--- config.mk ---
export PLATFORM = sky130hd
export DESIGN_NAME = shift_rotate_pipe
export DESIGN_NICKNAME = d
export VERILOG_FILES = /design/src/rtl/shift_rotate_pipe.sv
export SDC_FILE = /design/constraint.sdc
export NUM_CORES = 1
export LEC_CHECK = 0
export BUFFER_PORTS_ARGS = -buffer_cell sky130_fd_sc_hd__buf_2
export CAP_MARGIN = 10
export CORE_MARGIN = 2
export CORE_UTILIZATION = 45
export DETAILED_ROUTE_END_ITERATION = 8
export GPL_TIMING_DRIVEN = 0
export PLACE_DENSITY = 0.65
export SETUP_SLACK_MARGIN = 0.5
export SYNTH_ARGS = -nofsm -noshare
export SYNTH_HDL_FRONTEND = slang
export SYNTH_SLANG_ARGS = --single-unit
--- constraint.sdc ---
create_clock -name clk -period 1.87 [get_ports clk]
set_clock_uncertainty 0.05 [all_clocks]
set_input_delay 0.187 -clock clk [delete_from_list [all_inputs] [get_ports clk]]
set_output_delay 0.187 -clock clk [all_outputs]
set_load 0.05 [all_outputs]
--- src/rtl/shift_rotate_pipe.sv ---
// Two-stage log-structured shifter/rotator with valid/ready on both sides.
// Optional zero-result flag: define SHIFT_ROTATE_PIPE_ZERO_FLAG_EN.
module shift_rotate_pipe #(
  parameter int WIDTH = 16,
  parameter int SHW   = 4
) (
  input  logic             clk,
  input  logic             rst,
  input  logic             in_valid,
  output logic             in_ready,
  input  logic [WIDTH-1:0] in_data,
  input  logic [SHW-1:0]   in_amt,
  input  logic [1:0]       in_op,
  output logic             out_valid,
  input  logic             out_ready,
  output logic [WIDTH-1:0] out_data
`ifdef SHIFT_ROTATE_PIPE_ZERO_FLAG_EN
  ,
  output logic             out_zero
`endif
);

  localparam int LO = SHW / 2;
  localparam int HI = SHW - LO;

  localparam logic [1:0] OP_ROL = 2'b00;
  localparam logic [1:0] OP_SLL = 2'b01;
  localparam logic [1:0] OP_ROR = 2'b10;
  localparam logic [1:0] OP_SRL = 2'b11;

  function automatic logic [WIDTH-1:0] shf(
    input logic [WIDTH-1:0] d,
    input logic [1:0]       op,
    input logic [SHW-1:0]   a
  );
    logic [2*WIDTH-1:0] dd;
    logic [WIDTH-1:0]   r;
    dd = '0;
    r  = d;
    unique case (op)
      OP_ROL: begin
        dd = {d, d} << a;
        r  = dd[2*WIDTH-1:WIDTH];
      end
      OP_SLL: r = d << a;
      OP_ROR: begin
        dd = {d, d} >> a;
        r  = dd[WIDTH-1:0];
      end
      OP_SRL: r = d >> a;
    endcase
    return r;
  endfunction

  logic             s1_v_q;
  logic [WIDTH-1:0] s1_data_q;
  logic [1:0]       s1_op_q;
  logic [HI-1:0]    s1_hi_q;
  logic             s2_v_q;
  logic [WIDTH-1:0] s2_data_q;

  logic             adv1;
  logic             adv2;
  logic [WIDTH-1:0] s1_data_d;
  logic [WIDTH-1:0] s2_data_d;

  assign adv2     = !s2_v_q || out_ready;
  assign adv1     = !s1_v_q || adv2;
  assign in_ready = adv1;

  // Same-direction partial shifts compose, so the low and high
  // amount bits can be applied in separate stages.
  assign s1_data_d = shf(in_data, in_op,
                         {{HI{1'b0}}, in_amt[LO-1:0]});
  assign s2_data_d = shf(s1_data_q, s1_op_q,
                         {s1_hi_q, {LO{1'b0}}});

  always_ff @(posedge clk or posedge rst) begin
    if (rst) begin
      s1_v_q    <= 1'b0;
      s1_data_q <= '0;
      s1_op_q   <= '0;
      s1_hi_q   <= '0;
    end else if (adv1) begin
      s1_v_q    <= in_valid && in_ready;
      s1_data_q <= s1_data_d;
      s1_op_q   <= in_op;
      s1_hi_q   <= in_amt[SHW-1:LO];
    end
  end

  always_ff @(posedge clk or posedge rst) begin
    if (rst) begin
      s2_v_q    <= 1'b0;
      s2_data_q <= '0;
    end else if (adv2) begin
      s2_v_q    <= s1_v_q;
      s2_data_q <= s2_data_d;
    end
  end

  assign out_valid = s2_v_q;
  assign out_data  = s2_data_q;

`ifdef SHIFT_ROTATE_PIPE_ZERO_FLAG_EN
  logic s2_zero_q;

  always_ff @(posedge clk or posedge rst) begin
    if (rst) begin
      s2_zero_q <= 1'b0;
    end else if (adv2) begin
      s2_zero_q <= (s2_data_d == '0);
    end
  end

  assign out_zero = s2_zero_q;
`endif

endmodule

---- Word-level counts from Yosys, hierarchy flattened ----
Index checks and enable logic that the tools add are counted.
cells by class
  shifts and indexed selects .............. 8
  reductions and logical operators ........ 7
  equality and inequality tests ........... 6
  multiplexer cells ....................... 2
operators by type and width
  operator                                             number
  case mux 16 bit (4 select lines)                     2
  << shifter 32 x 2 -> 32 bit                          1
  << shifter 32 x 4 -> 32 bit                          1
  right shift 32 x 2 -> 16 bit                         1
  right shift 32 x 4 -> 16 bit                         1
  << shifter 16 x 2 -> 16 bit                          1
  << shifter 16 x 4 -> 16 bit                          1
  right shift 16 x 2 -> 16 bit                         1
  right shift 16 x 4 -> 16 bit                         1
  equality test 2 bit, second input constant           4
  equality test 2 x 1 -> 1 bit, second input constant  2
  logical NOT 2 bit                                    2
  logical NOT 1 bit                                    2
  logical OR 1 bit                                     2
  logical AND 1 bit                                    1
storage, ports and cells
  output and inout port bits .............. 18
  word-level logic and storage cells ...... 29
  bits in registers ....................... 38

---- Longest topological paths before layout ----
Gate-level depths: netlist (run 1).
  depth in word-level cells ............... 4
  mapped depth ............................ 7
  mapped depth without buffers ............ 6

---- Least setup slack after synthesis (run 1) ----
No wires, ideal clock.
  path type ............................... flip-flop to flip-flop
  from .................................... register s2_v_q (netlist: out_valid)
  to ...................................... register s1_data_q[15]
  arrival ................................. 1.579 ns
  cell stages (with the launch flop) ...... 7
  buffers on the path ..................... 2
  setup slack ............................. 0.096 ns
  cell sequence ........................... dfrtp_1 > nor2b_2 > and2_1 > buf_2 > inv_2 > buf_2 > a31oi_1
on the way
  word-level cells in the longest chain between the ends .. 3
ends and longest elaborated chain
  element                 RTL line  text
  from (decl)             59        logic s2_v_q;
  from (signal assigned)  97        s2_v_q <= s1_v_q;
  logical NOT 1 bit       67        assign adv2 = !s2_v_q || out_ready;
  logical OR 1 bit        67
  logical OR 1 bit        68        assign adv1 = !s1_v_q || adv2;
  net in_ready            10        output logic in_ready,
  to (signal assigned)    86        s1_data_q <= s1_data_d;
  to (decl)               56        logic [WIDTH-1:0] s1_data_q;
The timed path passes the listed nets, and every way through them passes these cells.
A chain may end at the register's enable or synchronous reset.

---- Worst setup path in the final report (run 1) ----
  from .................................... register s1_data_q[15]
  to ...................................... register s2_data_q[15] (netlist: out_data[15])
on the way
  word-level cells in the longest chain between the ends .. 2
  elaborated cells on any way between the ends .. 5
  classes of those cells .................. shift (4); mux (1)
ends and longest elaborated chain
  element                                                     RTL line  text
  right shift 16 x 4 -> 16 bit, or another cell as far along  50        OP_SRL: r = d >> a;
  case mux 16 bit (4 select lines) (*)                        40        unique case (op)
  to (signal assigned)                                        98        s2_data_q <= s2_data_d;
  to (decl)                                                   60        logic [WIDTH-1:0] s2_data_q;
Mark *: on every way between the ends. The rest lies on a longest branch, timed or not.

==> results.py, run 1 <==
metrics = {
    "status": {
        "status": "finished, violations left",
        "violations": "hold timing",
    },
    "detailed_routing": {
        "route.final.wire_length_mm": 9.772,
        "routed-via-count": 3062,
        "drc": 0,
        "drt_iter0_markers": 220,
        "dr.pass1.iters": 4,
        "wire_per_inst_um": 19.39,
        "avgViaCountPerCell": 6.075,
        "ant_nets": 0,
    },
    "grt": {
        "grtUsageTotal_pct": 27.22,
        "overflow": 0,
        "grt_pass1_vias": 3068,
        "grt_pass1_wl_mm": 15.77,
        "antenna_found_initial": 0,
        "grt_max_degree": 39,
    },
    "clock_network": {
        "clock_latency_ns": 0.29,
        "cts.sinks": 38,
        "cts_inserted_buffers": 5,
        "clkTransAtPathRegs_ns": 0.08,
        "clockRootBuffer": "clkbuf_8",
        "cts_max_level": 2,
        "cts_tree": "yes",
        "clock_path_buffers": 2,
        "cts_hold_buffers": 0,
    },
    "worst_hold_path": {
        "worstHoldPathType": "in -> async",
    },
    "timing": {
        "holdWs_ns": -0.02544,
        "slew_violations": 0,
        "relSlewSlack_pct": 48.47,
        "tightest_slew_ns": 0.7718,
        "period_needed_ns": 1.623,
        "finalCritPeriodShare_pct": 86.79,
        "rsz0062_at_grt": "yes",
        "setup_viol": 0,
        "fin_ws_ns": 0.2470,
        "hold_viol": 38,
        "fmax_mhz": 616.1,
        "setup_tns_ns": 0,
    },
    "cells_and_area": {
        "multi_input_area_sq_um": 2218,
        "fin_area_sq_um": 4190,
        "nets": 452,
        "num_antenna_cells": 0,
        "seq_area_sq_um": 958.4,
        "post_route_cells_drive_above_1_share_pct": 42.62,
        "area_growth_pct": 38.79,
        "fill_cells": 526,
    },
    "die": {
        "start_util_pct": 47.01,
        "dieArea_sq_um": 7381,
        "die_w_um": 85.91,
        "fp-row-count": 29,
        "core-area_sq_um": 6422,
        "die_h_um": 85.91,
        "ios": 44,
    },
    "critical_path": {
        "crit_slowest_cell": "mux4_2",
        "worstPathCellList": "mux4_2, or3_1, o21ai_0, a21oi_1",
        "reg2regPathDepth": 4,
        "critPathArrivalTime_ns": 1.74,
        "end_kind": "register",
        "worst-path-buf-inv": 0,
        "worstSetupPathType": "reg -> reg",
        "cp-start-kind": "register",
        "crit_cells": 4,
        "r2r_slack_ns": 0.25,
        "critPathMaxFanout": 7,
        "cp_top_family": "multiplexers",
        "cpPeakStageDelay_ns": 0.51,
        "required_ns": 1.99,
    },
    "placed_design": {
        "port-buffer-count": 40,
        "place_ws_ns": 0.1640,
        "gp_congestion": 0.9559,
        "hpwl_mm": 6.583,
        "placed_area_sq_um": 3448,
    },
    "yosys": {
        "yosysWarnings": 0,
        "ys_seq_area_share_pct": 31.50,
        "syn-cell-area_sq_um": 3019,
        "synth_area_per_cell_sq_um": 8.602,
        "synth_seq_cells": 38,
        "synth_cell_types": 40,
        "synth_edf_count": 0,
        "syn_nets": 377,
        "async_flop_share_pct": 100.0,
        "syn_inst": 351,
        "synthFlopType": "dfrtp_1",
    },
    "power_and_ir_drop": {
        "power_density_nw_per_um2": 838.2,
        "ir_drop_mv": 0.3991,
        "power.leakage_nw": 1.790,
    },
    "run": {
        "cap_violations": 0,
    },
}
state kept, by name, summed over array words and instances (netlist names):
name       count
s1_op_q        2
out_valid      1
s1_hi_q        2
s1_data_q     16
s1_v_q         1
out_data      16
final cells by class:
cell class	instances	area share [%]
clock buffer	6	1.732
sequential	38	22.87
timing repair buffer	68	11.56
multi-input combinational	274	52.94
inverter	11	1.344
tap	77	2.299
clock inverter	2	0.8958
buffer	28	6.360
Yosys cell counts, types with 3 or more instances:
master,number,area [sq um]
o221ai_1,4,35.03
mux4_2,8,180.2
or3_1,4,25.02
clkbuf_1,7,26.28
nor3_1,7,35.03
buf_4,3,22.52
a311o_1,3,30.03
a311oi_1,5,43.79
buf_2,12,60.06
o32ai_1,8,70.07
inv_1,9,33.78
nor2_1,54,202.7
nand2b_1,11,68.82
a31oi_1,4,25.02
a221oi_1,6,52.55
nand2_1,38,142.6
mux2i_1,46,460.4
buf_6,6,67.56
a21oi_1,19,95.09
dfrtp_1,38,950.9
a2111oi_0,3,26.28
or2_2,3,18.77
a211oi_1,12,90.09
o21ai_0,20,100.1
metal layers:
layer	GRT usage (%)	share of wire, %	vias to the layer above
met3	3.369	4.3	25
li1	-	-	1453
met5	0	0	-
met1	34.15	41	1486
met4	8.802	2.4	0
met2	48.41	52	98
per-stage QoR:
step | instances | util [%] | total power, mW | hold WS [ns]
2_1_floorplan | 351 | - | 2.128 | 0.2409
3_3_place_gp | 468 | 53.69 | 2.462 | 0.3257
3_5_place_dp | 468 | 53.69 | 2.479 | 0.3275
6_report | 504 | 65.24 | 3.512 | -0.02544
4_1_cts | 498 | 61.37 | 3.352 | 0.01470
5_1_grt | 504 | 65.24 | 3.671 | 0.04480
repair_timing:
action,in CTS,in global routing
pin swaps,13,18
buffers inserted,20,5
setup endpoints to repair,26,38
gates cloned,2,1
gates resized for setup,45,63
worst reg2reg max path, stage by stage (launching register included):
cell     delay (ns)
dfrtp_1        0.50
mux4_2         0.51
or3_1          0.31
o21ai_0        0.08
a21oi_1        0.06
worst paths after layout:
path                               start           end
setup / recovery           s1_data_q[15]  out_data[15]
hold / removal                       rst   out_data[6]
setup reg to reg           s1_data_q[15]  out_data[15]
hold reg to reg              out_data[8]   out_data[8]
max in group asynchronous            rst  s1_data_q[9]
min in group clk                in_valid        s1_v_q
power by group:
part           leakage (nW)  internal, mW  switching, mW
clock                0.0514         0.398          0.300
sequential            0.442         0.977          0.168
combinational          1.30         0.654           1.02
cells in the final DEF, fill, tap and decap left out, types with 3 or more instances in the layout:
master and count:
dfrtp_1 32, or3_1 3, nor2_1 47, a21oi_1 13, clkinvlp_4 3, or2_2 3
mux2i_2 3, nand2_2 8, mux4_2 8, a311o_1 3, a311oi_2 3, a211oi_2 5
mux2i_1 43, dfrtp_2 6, buf_12 3, clkbuf_4 3, buf_6 21, o32ai_4 4
o21ai_1 9, nand2b_1 10, nor2_4 3, clkbuf_8 5, nor3_1 6, nand2_1 29
a221oi_2 3, buf_4 18, a21oi_2 6, a211oi_1 7, nor2_2 4, buf_2 45
o21ai_0 10, inv_1 7, a31oi_1 4
cells by family (layout without fill, tap and decap cells):
family,Yosys count,after routing,share of synthesized area [%]
AOI/OAI and AO/OA,92,92,20.97
buffers and inverters,39,115,7.211
DFF,38,38,31.50
muxes,56,56,21.96
and+or+nand+nor,126,126,18.36
Note: power is estimated with default switching activity, not from simulation.
==> run 2: changes to the inputs <==
--- a/config.mk
+++ b/config.mk
@@ -7,11 +7,13 @@
 export LEC_CHECK = 0
 export BUFFER_PORTS_ARGS = -buffer_cell sky130_fd_sc_hd__buf_2
 export CAP_MARGIN = 10
+export CELL_PAD_IN_SITES_DETAIL_PLACEMENT = 0
+export CELL_PAD_IN_SITES_GLOBAL_PLACEMENT = 1
 export CORE_MARGIN = 2
-export CORE_UTILIZATION = 45
+export CORE_UTILIZATION = 44
 export DETAILED_ROUTE_END_ITERATION = 8
 export GPL_TIMING_DRIVEN = 0
-export PLACE_DENSITY = 0.65
+export PLACE_DENSITY_LB_ADDON = 0.1
 export SETUP_SLACK_MARGIN = 0.5
 export SYNTH_ARGS = -nofsm -noshare
 export SYNTH_HDL_FRONTEND = slang
==> run 2 against run 1 <==
The flow still finishes with violations (hold timing). Sequential cell count is the same. Sequential share of layout area shrank 0.32 points. Routed wire length grew 0.68%. Sequential power is essentially flat. Non-clock buffer count shrank 3. Design area grew 1.2%. Count of clock-buffer cells in the layout is the same. Die area grew 2.2%. Via count grew 2.4%. Register-to-register slack lost 0.08 ns. Hold slack gained 0.0043 ns. Largest cell class unchanged. Highest routed layer unchanged.
==> results.py, run 2 (same netlist as run 1, synthesis figures left out) <==
metrics = {
    "critical_path": {
        "critPathArrivalTime_ns": 1.81,
        "required_ns": 1.97,
        "cp-start-kind": "register",
        "critPathMaxFanout": 7,
        "worstSetupPathType": "reg -> reg",
        "end_kind": "register",
    },
    "detailed_routing": {
        "drc": 0,
        "route.final.wire_length_mm": 9.838,
        "avgViaCountPerCell": 6.222,
        "drt_iter0_markers": 154,
        "routed-via-count": 3136,
        "wire_per_inst_um": 19.52,
        "ant_nets": 0,
        "dr.pass1.iters": 5,
    },
    "die": {
        "ios": 44,
        "die_w_um": 86.84,
        "core-area_sq_um": 6719,
        "die_h_um": 86.84,
        "dieArea_sq_um": 7540,
        "start_util_pct": 44.93,
        "fp-row-count": 30,
    },
    "grt": {
        "grt_max_degree": 39,
        "grt_pass1_wl_mm": 15.21,
        "grt_pass1_vias": 2884,
        "antenna_found_initial": 0,
        "grtUsageTotal_pct": 25.78,
        "overflow": 0,
    },
    "placed_design": {
        "hpwl_mm": 6.766,
        "port-buffer-count": 40,
        "gp_congestion": 0.9617,
    },
    "clock_network": {
        "cts_hold_buffers": 0,
        "clock_latency_ns": 0.30,
        "cts_tree": "yes",
        "clock_path_buffers": 2,
        "clockRootBuffer": "clkbuf_8",
        "cts_inserted_buffers": 5,
        "cts.sinks": 38,
        "clkTransAtPathRegs_ns": 0.08,
        "cts_max_level": 2,
    },
    "timing": {
        "hold_viol": 38,
        "holdWs_ns": -0.02109,
        "relSlewSlack_pct": 48.09,
        "tightest_slew_ns": 0.7775,
        "rsz0062_at_grt": "yes",
        "period_needed_ns": 1.704,
        "slew_violations": 0,
        "setup_tns_ns": 0,
        "setup_viol": 0,
        "fmax_mhz": 586.7,
        "finalCritPeriodShare_pct": 91.14,
    },
    "cells_and_area": {
        "fill_cells": 560,
        "area_growth_pct": 40.41,
        "nets": 449,
        "num_antenna_cells": 0,
        "layout_commonest_cell": "nor2_1",
        "layout_common_cells": "nor2_1 (48), mux2i_1 (44), buf_2 (43)",
        "post_route_cells_drive_above_1_share_pct": 41.04,
    },
    "status": {
        "status": "finished, violations left",
        "violations": "hold timing",
    },
    "power_and_ir_drop": {
        "power.leakage_nw": 1.815,
        "ir_drop_mv": 0.3342,
        "power_density_nw_per_um2": 871.0,
    },
    "worst_hold_path": {
        "worstHoldPathType": "in -> async",
    },
    "run": {
        "cap_violations": 0,
    },
}
-- run 2: changes by cell type in the layout (fill, tap and decap cells not counted), sizes merged --
cell | before | now
buf | 90 | 82
clkbuf | 12 | 17
clkinvlp | 3 | 1
clkinv | 0 | 1
bufinv | 1 | 2
-- run 2: per-layer routing --
| metal | wire (um) | up-vias | global-route usage [%] |
|---|---|---|---|
| li1 | - | 1442 | - |
| met2 | 5062 | 149 | 45.59 |
| met3 | 543 | 34 | 2.571 |
| met5 | 0 | - | 0 |
| met4 | 283 | 0 | 8.239 |
| met1 | 3948 | 1511 | 32.88 |
-- run 2: critical path, cell delays in order, from the launching register on --
cell,delay [ns]
dfrtp_1,0.51
mux4_2,0.50
or3_1,0.31
o21ai_0,0.10
a21oi_1,0.09
-- run 2: layout make-up --
cell class	instances	area, sq um	area share, %
clock buffers	6	82.58	1.948
well taps	80	100.1	2.361
multi-input cells	274	2216	52.27
clock inverters	2	60.06	1.417
plain buffers	28	289.0	6.818
inverters	11	52.55	1.240
repair buffers	65	483.0	11.39
flip-flops and latches	38	955.9	22.55
-- run 2: per-stage QoR --
| step | util (%) | std cells | worst slack [ns] | power [mW] | cell area [sq um] |
|---|---|---|---|---|---|
| 2_1_floorplan | - | 351 | 0.3561 | 2.128 | 3152 |
| 3_3_place_gp | 51.38 | 471 | 0.1600 | 2.467 | 3452 |
| 3_5_place_dp | 51.38 | 471 | 0.1931 | 2.482 | 3452 |
| 4_1_cts | 57.50 | 491 | 0.2649 | 3.474 | 3864 |
| 5_1_grt | 63.09 | 504 | 0.1368 | 3.863 | 4239 |
| 6_report | 63.09 | 504 | 0.1656 | 3.692 | 4239 |
-- run 2: final timing paths --
kind,end,cells past startpoint,start,slack [ns]
min in group clk,s1_v_q,2,in_valid,0.03
max reg2reg,out_data[15],4,s1_data_q[15],0.17
min reg2reg,out_data[5],2,out_data[5],0.44
max in group asynchronous,out_valid,2,rst,1.24
min,s1_data_q[13],2,rst,-0.02
max,out_data[15],4,s1_data_q[15],0.17
-- run 2: what timing repair did --
| action | 4_1_cts | 5_1_grt |
|---|---|---|
| endpoints found under the hold margin | 0 | 0 |
| setup endpoints to repair | 24 | 37 |
| pin swaps | 5 | 14 |
| gates cloned | 0 | 5 |
| gates resized for setup | 39 | 60 |
| setup buffers | 12 | 8 |
-- run 2: power by group --
part | switching [mW] | leakage, nW | internal, mW
Combinational | 1.00 | 1.30 | 0.660
Clock | 0.305 | 0.0714 | 0.569
Sequential | 0.180 | 0.444 | 0.976
Total | 1.49 | 1.82 | 2.20
==> run 3: changes to the inputs <==
--- a/config.mk
+++ b/config.mk
@@ -5,13 +5,13 @@
 export SDC_FILE = /design/constraint.sdc
 export NUM_CORES = 1
 export LEC_CHECK = 0
-export BUFFER_PORTS_ARGS = -buffer_cell sky130_fd_sc_hd__buf_2
 export CAP_MARGIN = 10
 export CELL_PAD_IN_SITES_DETAIL_PLACEMENT = 0
 export CELL_PAD_IN_SITES_GLOBAL_PLACEMENT = 1
 export CORE_MARGIN = 2
-export CORE_UTILIZATION = 44
+export CORE_UTILIZATION = 45
 export DETAILED_ROUTE_END_ITERATION = 8
+export DONT_BUFFER_PORTS = 1
 export GPL_TIMING_DRIVEN = 0
 export PLACE_DENSITY_LB_ADDON = 0.1
 export SETUP_SLACK_MARGIN = 0.5
==> run 3 against run 2 <==
The run now ends clean. First-iteration DRC count grew 10%. Setup slack lost 0.064 ns. Clock power decreased by 32%. Sequential power is 28% higher. Global-route usage grew 1.0 points. Sequential share of layout area grew 0.86 points. Final cell count down 6.7%. Fmax is 3.6% lower. Largest cell class unchanged.
==> results.py, run 3 (same netlist as run 1, synthesis figures left out) <==
metrics = {
    "power_and_ir_drop": {
        "ir_drop_mv": 0.2871,
        "p_total_mw": 3.321,
        "power.leakage_nw": 1.694,
        "power_density_nw_per_um2": 810.0,
    },
    "grt": {
        "grt_pass1_vias": 2872,
        "grt_max_degree": 39,
        "antenna_found_initial": 0,
        "grtUsageTotal_pct": 26.80,
        "overflow": 0,
        "grt_pass1_wl_mm": 15.38,
    },
    "run": {
        "cap_violations": 0,
    },
    "timing": {
        "setup_viol": 0,
        "period_needed_ns": 1.769,
        "tightest_slew_ns": 0.7681,
        "fin_ws_ns": 0.1013,
        "hold_viol": 0,
        "relSlewSlack_pct": 48.72,
        "fmax_mhz": 565.4,
        "slew_violations": 0,
        "finalCritPeriodShare_pct": 94.59,
        "rsz0062_at_grt": "yes",
        "setup_tns_ns": 0,
    },
    "cells_and_area": {
        "area_growth_pct": 35.81,
        "nets": 418,
        "post_route_cells_drive_above_1_share_pct": 34.61,
        "fin_util_pct": 63.84,
        "layout_common_cells": "mux2i_1 (46), nor2_1 (46), nand2_1 (35)",
        "fill_cells": 545,
        "num_antenna_cells": 0,
    },
    "critical_path": {
        "crit_slowest_cell": "dfrtp_2",
        "critPathMaxFanout": 5,
        "cp_top_family": "flip-flops",
        "reg2regPathDepth": 9,
        "cpPeakStageDelay_ns": 0.53,
        "end_kind": "primary output",
        "worstPathCellList": "nor2b_4, and2_4, buf_6, inv_8, buf_12",
        "required_ns": 1.63,
        "worstSetupPathType": "reg -> out",
        "worst-path-buf-inv": 3,
        "crit_cells": 5,
        "critPathArrivalTime_ns": 1.53,
        "cp-start-kind": "register",
    },
    "die": {
        "ios": 44,
        "start_util_pct": 47.01,
        "fp-row-count": 29,
        "die_h_um": 85.91,
        "dieArea_sq_um": 7381,
        "die_w_um": 85.91,
        "core-area_sq_um": 6422,
    },
    "placed_design": {
        "place_ws_ns": 0.08647,
        "hpwl_mm": 6.604,
        "gp_congestion": 0.9067,
        "port-buffer-count": 0,
    },
    "detailed_routing": {
        "ant_nets": 0,
        "routed-via-count": 2966,
        "dr.pass1.iters": 4,
        "route.final.wire_length_mm": 9.699,
        "drc": 0,
        "wire_per_inst_um": 20.64,
        "drt_iter0_markers": 170,
        "avgViaCountPerCell": 6.311,
    },
    "clock_network": {
        "cts_tree": "yes",
        "clock_path_buffers": 2,
        "cts.sinks": 38,
        "cts_max_level": 2,
        "clockRootBuffer": "clkbuf_8",
        "cts_inserted_buffers": 5,
        "clock_latency_ns": 0.30,
        "clkTransAtPathRegs_ns": 0.08,
    },
    "worst_hold_path": {
        "worstHoldPathType": "in -> reg",
        "min_path_cells": 2,
    },
    "status": {
        "status": "finished, final reports clean",
    },
}
-- run 3: layout make-up --
type | count | area (sq um) | area share, %
multi-input cells | 274 | 2212 | 53.95
clock buffers | 7 | 86.33 | 2.106
plain buffers | 28 | 315.3 | 7.690
flip-flops and latches | 38 | 959.7 | 23.41
repair buffers | 34 | 369.1 | 9.002
clock inverters | 1 | 5.005 | 0.1221
inverters | 11 | 56.30 | 1.373
well taps | 77 | 96.34 | 2.350
-- run 3: worst paths after layout --
path,start,to,slack [ns]
max,out_valid,in_ready,0.10
min,in_data[1],s1_data_q[1],0.12
max reg2reg,out_valid,s1_data_q[6],0.15
min reg2reg,s1_v_q,out_valid,0.55
max in group asynchronous,rst,out_valid,0.80
min in group asynchronous,rst,s1_op_q[0],0.43
-- run 3: timing repair --
item / in CTS / in global routing
pin swaps: 17 / 10
hold endpoints to repair: 42 / 0
resized for setup: 58 / 33
buffers inserted: 15 / 10
hold buffers: 5 / 0
gates cloned: 4 / 0
endpoints found under the setup margin: 38 / 38
-- run 3: stage by stage --
| stage | area [sq um] | instances | hold WS [ns] |
|---|---|---|---|
| floorplan | 3152 | 351 | 0.2409 |
| global placement | 3248 | 428 | 0.2464 |
| detailed placement | 3248 | 428 | 0.2134 |
| CTS | 3914 | 460 | 0.1189 |
| global route | 4100 | 470 | 0.1342 |
| finish | 4100 | 470 | 0.1195 |
-- run 3: metal layers --
layer / routed length, um / global-route usage (%) / share of wire [%] / vias up
met5: 0 / 0 / 0 / -
met4: 265 / 10.68 / 2.7 / 0
met3: 545 / 4.716 / 5.6 / 19
met2: 4916 / 45.60 / 51 / 129
met1: 3972 / 33.66 / 41 / 1435
li1: - / - / - / 1383
-- run 3: where the power goes --
group          switching (mW)  total [mW]  internal [mW]  leakage, nW
combinational           0.641        1.25          0.609         1.20
sequential              0.504        1.48          0.972        0.441
clock                   0.297       0.595          0.298       0.0482
